### config.mk
export PLATFORM = sky130hd
export DESIGN_NAME = pattern_scan_ctrl
export DESIGN_NICKNAME = d
export VERILOG_FILES = /design/src/rtl/pattern_scan_ctrl.sv
export SDC_FILE = /design/constraint.sdc
export NUM_CORES = 1
export LEC_CHECK = 0
export ABC_AREA = 1
export CAP_MARGIN = 20
export CORE_MARGIN = 10
export CORE_UTILIZATION = 26
export CTS_BUF_LIST = sky130_fd_sc_hd__clkbuf_4 sky130_fd_sc_hd__clkbuf_8
export DETAILED_ROUTE_END_ITERATION = 7
export GPL_TIMING_DRIVEN = 0
export SKIP_CTS_REPAIR_TIMING = 1
export SYNTH_ARGS = -nofsm -noshare
export SYNTH_HDL_FRONTEND = slang
export SYNTH_SLANG_ARGS = --single-unit
### constraint.sdc
create_clock -name CLK -period 3.5 [get_ports CLK]
set_clock_uncertainty 0.15 [all_clocks]
set_input_delay 1.05 -clock CLK [delete_from_list [all_inputs] [get_ports CLK]]
set_output_delay 1.05 -clock CLK [all_outputs]
set_load 0.01 [all_outputs]
### src/rtl/pattern_scan_ctrl.sv
// Word-to-bit sequencer that feeds an overlapping serial pattern matcher.
// It reports a hit pulse on every match, a per-word hit count and a saturating running total.
module pattern_scan_ctrl #(
  parameter int WORD_W  = 8,
  parameter int PAT_MAX = 8,
  parameter int LEN_W   = 4,
  parameter int CNT_W   = 8
) (
  input  logic               CLK,
  input  logic               RESET,
  input  logic               CFG_WE,
  input  logic [PAT_MAX-1:0] CFG_PAT,
  input  logic [LEN_W-1:0]   CFG_LEN,
  input  logic               IN_VALID,
  input  logic [WORD_W-1:0]  IN_DATA,
  output logic               IN_READY,
  output logic               HIT,
  output logic               DONE,
  output logic [CNT_W-1:0]   WORD_HITS,
  output logic [CNT_W-1:0]   TOTAL_CNT,
  output logic               BUSY
);

  localparam int IDX_W = (WORD_W > 1) ? $clog2(WORD_W) : 1;
  localparam logic [LEN_W-1:0] PAT_MAX_L = LEN_W'(PAT_MAX);
  localparam logic [CNT_W-1:0] CNT_MAX = '1;

  typedef enum logic [1:0] {IDLE, SHIFT, REPORT} state_t;

  state_t             state_q, state_d;
  logic [WORD_W-1:0]  word_q, word_d;
  logic [IDX_W-1:0]   idx_q, idx_d;
  logic [PAT_MAX-1:0] hist_q, hist_d;
  logic [LEN_W-1:0]   fill_q, fill_d;
  logic [PAT_MAX-1:0] pat_q, pat_d;
  logic [LEN_W-1:0]   len_q, len_d;
  logic [CNT_W-1:0]   wcnt_q, wcnt_d;
  logic [CNT_W-1:0]   whits_q, whits_d;
  logic [CNT_W-1:0]   total_q, total_d;
  logic               hit_q, hit_d;
  logic               done_q, done_d;

  logic [PAT_MAX-1:0] len_mask;
  logic [LEN_W-1:0]   len_clamped;
  logic               match;

  always_comb begin
    len_mask = '0;
    for (int i = 0; i < PAT_MAX; i++) begin
      len_mask[i] = (i < int'(len_q));
    end
  end

  // A zero length behaves as a single-bit pattern; anything longer than the history is cut to it.
  always_comb begin
    len_clamped = CFG_LEN;
    if (CFG_LEN == '0) begin
      len_clamped = LEN_W'(1);
    end else if (CFG_LEN > PAT_MAX_L) begin
      len_clamped = PAT_MAX_L;
    end
  end

  always_comb begin
    state_d = state_q;
    word_d  = word_q;
    idx_d   = idx_q;
    hist_d  = hist_q;
    fill_d  = fill_q;
    pat_d   = pat_q;
    len_d   = len_q;
    wcnt_d  = wcnt_q;
    whits_d = whits_q;
    total_d = total_q;
    hit_d   = 1'b0;
    done_d  = 1'b0;
    match   = 1'b0;

    case (state_q)
      IDLE: begin
        if (CFG_WE) begin
          pat_d   = CFG_PAT;
          len_d   = len_clamped;
          hist_d  = '0;
          fill_d  = '0;
          total_d = '0;
        end else if (IN_VALID) begin
          word_d  = IN_DATA;
          wcnt_d  = '0;
          idx_d   = IDX_W'(WORD_W - 1);
          state_d = SHIFT;
        end
      end

      SHIFT: begin
        hist_d = (hist_q << 1) | PAT_MAX'(word_q[idx_q]);
        if (fill_q != PAT_MAX_L) begin
          fill_d = fill_q + LEN_W'(1);
        end
        match = (((hist_d ^ pat_q) & len_mask) == '0) && (fill_d >= len_q);
        if (match) begin
          hit_d = 1'b1;
          if (wcnt_q != CNT_MAX) wcnt_d = wcnt_q + CNT_W'(1);
          if (total_q != CNT_MAX) total_d = total_q + CNT_W'(1);
        end
        if (idx_q == '0) begin
          state_d = REPORT;
          done_d  = 1'b1;
          whits_d = wcnt_d;
        end else begin
          idx_d = idx_q - IDX_W'(1);
        end
      end

      REPORT: state_d = IDLE;

      default: state_d = IDLE;
    endcase
  end

  // Length resets to one so that a freshly reset block does not match on every bit.
  always_ff @(posedge CLK) begin
    if (RESET) begin
      state_q <= IDLE;
      word_q  <= '0;
      idx_q   <= '0;
      hist_q  <= '0;
      fill_q  <= '0;
      pat_q   <= '0;
      len_q   <= LEN_W'(1);
      wcnt_q  <= '0;
      whits_q <= '0;
      total_q <= '0;
      hit_q   <= 1'b0;
      done_q  <= 1'b0;
    end else begin
      state_q <= state_d;
      word_q  <= word_d;
      idx_q   <= idx_d;
      hist_q  <= hist_d;
      fill_q  <= fill_d;
      pat_q   <= pat_d;
      len_q   <= len_d;
      wcnt_q  <= wcnt_d;
      whits_q <= whits_d;
      total_q <= total_d;
      hit_q   <= hit_d;
      done_q  <= done_d;
    end
  end

  assign IN_READY  = (state_q == IDLE) && !CFG_WE && !RESET;
  assign HIT       = hit_q;
  assign DONE      = done_q;
  assign WORD_HITS = whits_q;
  assign TOTAL_CNT = total_q;
  assign BUSY      = (state_q != IDLE);

endmodule

==> results of run 1 <==
==> cells in the final DEF (no fill, tap or decap), drive strengths merged, types with 2 or more instances in the layout <==
cell type | synthesis | final
nor3 | 6 | 6
dfxtp | 62 | 62
nand2 | 117 | 117
xor2 | 4 | 4
clkinv | 0 | 3
ha | 10 | 10
a31oi | 3 | 3
nor2 | 54 | 54
nand3 | 41 | 41
nor3b | 2 | 2
o22ai | 5 | 5
clkbuf | 9 | 17
buf | 4 | 5
o21ai | 40 | 40
or2 | 2 | 2
nand4 | 5 | 5
inv | 66 | 68
clkdlybuf4s50 | 0 | 41
a21oi | 34 | 34
==> synth_stat cells (all sizes together) <==
| master | n |
|---|---|
| dfxtp | 62 |
| ha | 10 |
| a211oi | 1 |
| a21oi | 34 |
| nand3 | 41 |
| o22ai | 5 |
| clkbuf | 9 |
| nor3b | 2 |
| nand4 | 5 |
| buf | 4 |
| inv | 66 |
| xnor2 | 1 |
| xor2 | 4 |
| nor2 | 54 |
| a22oi | 1 |
| o21ai | 40 |
| a31oi | 3 |
| and3 | 1 |
| nor3 | 6 |
| nand2 | 117 |
| or2 | 2 |
==> power by group <==
group          switching [mW]  internal, mW  leakage (nW)
combinational           0.211         0.135          1.16
sequential             0.0340         0.748         0.507
clock                   0.312         0.337         0.100
total                   0.557          1.22          1.76
==> critical path: stages <==
cell	delay, ns
sky130_fd_sc_hd__clkdlybuf4s50_1	0.46
sky130_fd_sc_hd__nor3_1	0.18
sky130_fd_sc_hd__dlymetal6s2s_1	0.18
==> kinds of logic (layout without fill, tap and decap cells) <==
kind of cell    count (synthesis)  after routing  synth area share [%]
simple gates                  228            228                  32.0
compound gates                 84             84                  13.9
buf+inv                        79            137                  9.57
flops                          62             62                  39.2
fa+ha+maj                      10             10                  3.95
xor+xnor                        5              5                  1.38
==> per-layer routing <==
metal  wire, um  share of wire, %  global-route usage [%]  vias to the layer above
met5          0                 0                       0                        -
met4         74              0.89                    3.07                        0
met3        539               6.5                    3.73                        9
met2       3830                46                    16.6                       60
met1       3860                46                    12.8                     1426
li1           -                 -                       -                     1606
==> per-stage QoR <==
stage	total power [mW]	cells	worst slack (ns)	util, %	setup TNS [ns]
after floorplan	1.01	468	0.581	-	0
after global placement	1.14	657	-0.301	31.5	-0.301
after detailed placement	1.15	657	-0.262	31.5	-0.262
after CTS	1.80	673	-0.258	33.2	-0.258
after global routing	1.88	673	0.369	33.3	0
final	1.78	673	0.419	33.3	0
==> state kept, by name, summed over array words and instances (netlist names), 3 cells and up <==
| signal | count |
|---|---|
| hist_q | 7 |
| pat_q | 8 |
| TOTAL_CNT | 8 |
| fill_q | 4 |
| word_q | 8 |
| idx_q | 3 |
| WORD_HITS | 8 |
| wcnt_q | 8 |
| len_q | 4 |
==> worst max-delay path by stage <==
stage           start       end  slack [ns]
2_1_floorplan   RESET  IN_READY        0.58
3_3_place_gp    RESET  IN_READY       -0.30
3_5_place_dp    RESET  IN_READY       -0.26
4_1_cts         RESET  IN_READY       -0.26
5_1_grt        CFG_WE  IN_READY        0.37
6_report       CFG_WE  IN_READY        0.42
==> final cells by class <==
type	count	area share (%)
buffer	13	1.45
multi-input combinational	327	40.7
clock inverter	7	2.04
timing repair buffer	42	10.6
tap	147	4.62
sequential	62	31.2
clock buffer	9	3.11
inverter	66	6.22
==> summary.md, run 1 <==
| Metric | Value |
|---|---|
| Type of the setup path with the least slack | in2out |
| Horizontal die dimension | 130 um |
| Number of instances on the worst hold path | 2 |
| Yosys warnings | 0 |
| Max capacitance violation total | 0 |
| Wire length after detailed routing | roughly 8300 um |
| CTS Root Buffer Type | sky130_fd_sc_hd__clkbuf_8 |
| Worst VDD drop | 0.000233 V |
| Clock latency on the worst-skew pair | approximately 0.35 ns |
| Floorplan die area | 0.0170 mm2 |
| Power density normalized to cell area | between 400 and 500 mW/mm2 |
| Mean instance size in the synthesized netlist | ~6.8 um2 |
| Post-synthesis sequential area ratio | about two fifths |
| Hold violation total from the final report | 0 |
| Highest clock rate | between 300 and 400 MHz |
| Hold path endpoint | word_q[1] |
| Worst path required time | about 2.3 ns |
| Worst reg-to-reg setup slack | ~1.1 ns |
| Count of endpoints failing setup in the final report | 0 |
| Seq. cell area | ~0.0012 mm2 |
| Routed length per instance | 12.3 um |
| Largest net degree at the start of global routing | 14 |
| Core Area | roughly 0.012 mm2 |
| Crit. End Element | primary output |
| Static leakage power | around 1.8 nW |
| Total area of multi-input combinational cells | between 0.0015 and 0.002 mm2 |
| Share of final-layout standard cells stronger than drive strength 1 | under 10% |
| Min-Delay Path Class | reg2reg |
| Top Ports | 44 |
| Minimum period implied by the final worst setup slack | about 3.1 ns |
| Area share of the largest cell type after synthesis | 39.2% |
| Wire length of the first global-routing pass | about 14000 um |
| Number of global-route vias before repair | 3033 |
| Slew @ Worst Pin | 0.787 ns |
| Crit Path Max Fanout | 4 |
| Clock slew at reported path FFs | 0.07 ns |
| Worst hold margin | roughly 0.31 ns |
| Biggest area contributors in the synthesized netlist | sky130_fd_sc_hd__dfxtp_1 39%, sky130_fd_sc_hd__nand2_1 14%, sky130_fd_sc_hd__inv_1 7.2% |
| Starting DRC count in detailed routing | approximately 160 |
| Via/cell ratio | 4.61 |
| Die H | around 130 um |
| Congestion Overflow GR | 0 |
| Post-route cell area | 0.00398 mm2 |
| Number of sinks driven by the clock tree | a little over 60 |
| Number of antenna violations at the first check in global routing | 0 |
| Placer's final routability congestion estimate | ~0.8 |
| Overall routing resource usage | ~10% |
| Remaining DRCs | 0 |
| Crit Reg-Reg Endpoint | wcnt_q[4] |
| Crit path arrival time | ~1.9 ns |
| Number of synthesized register bits | 62 |
| Synthesized Nets | ~500 |
| Cell Rows | 40 |
| Instance area after placement | approximately 0.0038 mm2 |
| Initial Utilization | a little over a quarter |
| Count of H-tree levels built during CTS | 3 |
| Cell taking the most area after synthesis | sky130_fd_sc_hd__dfxtp_1 |
| Antenna-violating nets left | 0 |
| Post-synthesis to final-layout area growth | 25.7% |
| Fin crit share | 88.0% |
| Max clock buf depth | 2 |
| Startpoint of the lowest-slack register-to-register path | fill_q[0] |
| Num CTS Buffers | 9 |
| Status | finished, final reports clean |
| # fillers | 1264 |
| Element type at the critical path start | input pin |
| Total inserted antenna cells | 0 |
| Yosys cell types | 32 |
| Dpl hpwl | ~6200 um |
| RSZ-0062 raised after global routing | false |
| Gate count of the mapped netlist | 468 |
| Fin nets | approximately 560 |
| Startpoint of the worst hold path | word_q[1] |
| Post-synth design cell area | roughly 0.0032 mm2 |
| CTS tree | built |
| Number of pins exceeding their max-slew limit in the final report | 0 |
| Relative max-transition margin | 47.0% |
| Vias | slightly above 3k |
| Total of buffers placed on input and output ports | 42 |
| Worst-case reg-to-reg path depth | 12 |
| Iteration count of the initial detailed-routing pass | 4 |
Power figures use the tool's default switching activity.
==> run 2, diff against run 1 <==
--- a/constraint.sdc
+++ b/constraint.sdc
@@ -4,2 +4,2 @@
 set_output_delay 1.05 -clock CLK [all_outputs]
-set_load 0.01 [all_outputs]
+set_load 0.02 [all_outputs]
==> summary.md, run 2 (synthesized netlist as in run 1, its figures left out) <==
| Metric | Value |
|---|---|
| Post-route cell area | 0.00398 mm2 (unchanged) |
| Core Area | 0.0120 mm2 (unchanged) |
| Total of buffers placed on input and output ports | 42 (unchanged) |
| Iteration count of the initial detailed-routing pass | 4 (unchanged) |
| Pre-CTS worst setup slack | -0.321 ns (was -0.262 ns) |
| Clock slew at reported path FFs | 0.07 ns (about the same) |
| Die H | 130 um (unchanged) |
| Largest net degree at the start of global routing | 14 (unchanged) |
| Critical Path, Cell by Cell | clkdlybuf4s50_1 > nor3_1 > dlymetal6s2s_1 (unchanged) |
| Cell Rows | 40 (unchanged) |
| Buf/Inv on CP | 2 (unchanged) |
| Hold violation total from the final report | 0 (unchanged) |
| Minimum period implied by the final worst setup slack | 3.15 ns (was 3.08 ns) |
| Share of final-layout standard cells stronger than drive strength 1 | 7.60% (unchanged) |
| Number of antenna violations at the first check in global routing | 0 (unchanged) |
| Post-synthesis to final-layout area growth | 25.7% (unchanged) |
| Horizontal die dimension | 130 um (unchanged) |
| Slew @ Worst Pin | 0.787 ns (unchanged) |
| Largest stage delay, worst path | 0.46 ns (about the same) |
| Commonest non-fill, non-tap cell in the layout | sky130_fd_sc_hd__nand2_1 (unchanged) |
| Total area of multi-input combinational cells | 0.00162 mm2 (unchanged) |
| Wire length after detailed routing | 8310 um (unchanged) |
| Max clock buf depth | 2 (unchanged) |
| Crit Path Max Fanout | 4 (unchanged) |
| Cell class contributing the biggest share of worst-path delay | buffers and inverters (unchanged) |
| # fillers | 1264 (unchanged) |
| Fin nets | 555 (unchanged) |
| Total inserted antenna cells | 0 (unchanged) |
| Power density normalized to cell area | 450 mW/mm2 (was 447 mW/mm2) |
| Seq. cell area | 0.00124 mm2 (unchanged) |
| Remaining DRCs | 0 (unchanged) |
| Type of the setup path with the least slack | in2out (unchanged) |
| Number of global-route vias before repair | 3033 (unchanged) |
| RSZ-0062 raised after global routing | false (unchanged) |
| Clock latency on the worst-skew pair | 0.35 ns (about the same) |
| Floorplan die area | 0.0170 mm2 (unchanged) |
| Via/cell ratio | 4.61 (unchanged) |
| Leading cell types in the layout, fill and taps excluded | 114 x sky130_fd_sc_hd__nand2_1, 62 x sky130_fd_sc_hd__dfxtp_1, 61 x sky130_fd_sc_hd__inv_1, 50 x sky130_fd_sc_hd__nor2_1, 41 x sky130_fd_sc_hd__clkdlybuf4s50_1 (unchanged) |
| CTS Root Buffer Type | sky130_fd_sc_hd__clkbuf_8 (unchanged) |
| Wire length of the first global-routing pass | 14100 um (unchanged) |
| Antenna-violating nets left | 0 (unchanged) |
| CTS tree | built (unchanged) |
| Starting DRC count in detailed routing | 156 (unchanged) |
| Element type at the critical path start | input pin (unchanged) |
| Min-Delay Path Class | reg2reg (unchanged) |
| Max capacitance violation total | 0 (unchanged) |
| Top Ports | 44 (unchanged) |
| Count of H-tree levels built during CTS | 3 (unchanged) |
| Crit path arrival time | 1.95 ns (was 1.88 ns) |
| Worst VDD drop | 0.000234 V (was 0.000233 V) |
| Congestion Overflow GR | 0 (unchanged) |
| Count of endpoints failing setup in the final report | 0 (unchanged) |
| Placer's final routability congestion estimate | 0.822 (unchanged) |
| Fin crit share | 89.9% (was 88.0%) |
| Number of pins exceeding their max-slew limit in the final report | 0 (unchanged) |
| Worst path slowest cell | sky130_fd_sc_hd__clkdlybuf4s50_1 (unchanged) |
| Worst path required time | 2.30 ns (about the same) |
| Routed length per instance | 12.3 um (unchanged) |
| Instance area after placement | 0.00377 mm2 (unchanged) |
| Highest clock rate | 318 MHz (was 325 MHz) |
| Overall routing resource usage | 10.4% (unchanged) |
| Crit. End Element | primary output (unchanged) |
| Relative max-transition margin | 47.0% (unchanged) |
| Number of sinks driven by the clock tree | 62 (unchanged) |
| Initial Utilization | 26.5% (unchanged) |
| Static leakage power | 1.76 nW (about the same) |
| Num CTS Buffers | 9 (unchanged) |
| Vias | 3101 (unchanged) |
| Dpl hpwl | 6250 um (unchanged) |
| Status | finished, final reports clean (unchanged) |
| Smallest setup slack after layout | 0.352 ns (was 0.419 ns) |
==> run 2: cell types whose count changed in the layout (fill, tap and decap cells not counted) <==
cell                       delta
sky130_fd_sc_hd__buf_2        -1
sky130_fd_sc_hd__clkbuf_2     +1
==> run 2: area by class of cell <==
cell class | instances | area share (%)
inverters | 66 | 6.22
flip-flops and latches | 62 | 31.2
plain buffers | 13 | 1.45
clock buffers | 9 | 3.11
well taps | 147 | 4.62
repair buffers | 42 | 10.6
multi-input cells | 327 | 40.7
clock inverters | 7 | 2.04
==> run 2: worst min-delay path, cell delays in order (launching register included) <==
cell	delay, ns
sky130_fd_sc_hd__dfxtp_1	0.30
sky130_fd_sc_hd__inv_1	0.06
sky130_fd_sc_hd__a21oi_1	0.05
==> run 2: power by group <==
part	total, mW	internal [mW]	switching, mW
sequential	0.782	0.748	0.0340
combinational	0.360	0.136	0.225
clock	0.649	0.337	0.312
total	1.79	1.22	0.571
==> run 2: final timing paths <==
| kind | depth (start not counted) | end | slack, ns | start |
|---|---|---|---|---|
| min | 2 | word_q[1] | 0.31 | word_q[1] |
| min reg2reg | 2 | word_q[1] | 0.31 | word_q[1] |
| max | 3 | IN_READY | 0.35 | CFG_WE |
| max reg2reg | 12 | wcnt_q[4] | 1.05 | fill_q[0] |
==> run 2: layer usage <==
metal	global-route usage, %	vias up	share of wire, %
li1	-	1606	-
met1	12.8	1426	46
met2	16.6	60	46
met3	3.73	9	6.5
met4	3.07	0	0.89
met5	0	-	0
==> run 2: through the flow <==
| step | hold WS (ns) | utilization (%) | setup TNS, ns | cells | power, mW |
|---|---|---|---|---|---|
| final | 0.307 | 33.3 | 0 | 673 | 1.79 |
| after global routing | 0.336 | 33.3 | 0 | 673 | 1.89 |
| after CTS | 0.309 | 33.2 | -0.318 | 673 | 1.81 |
| after detailed placement | 0.297 | 31.5 | -0.321 | 657 | 1.16 |
| after global placement | 0.294 | 31.5 | -0.361 | 657 | 1.16 |
| after floorplan | 0.279 | - | 0 | 468 | 1.03 |
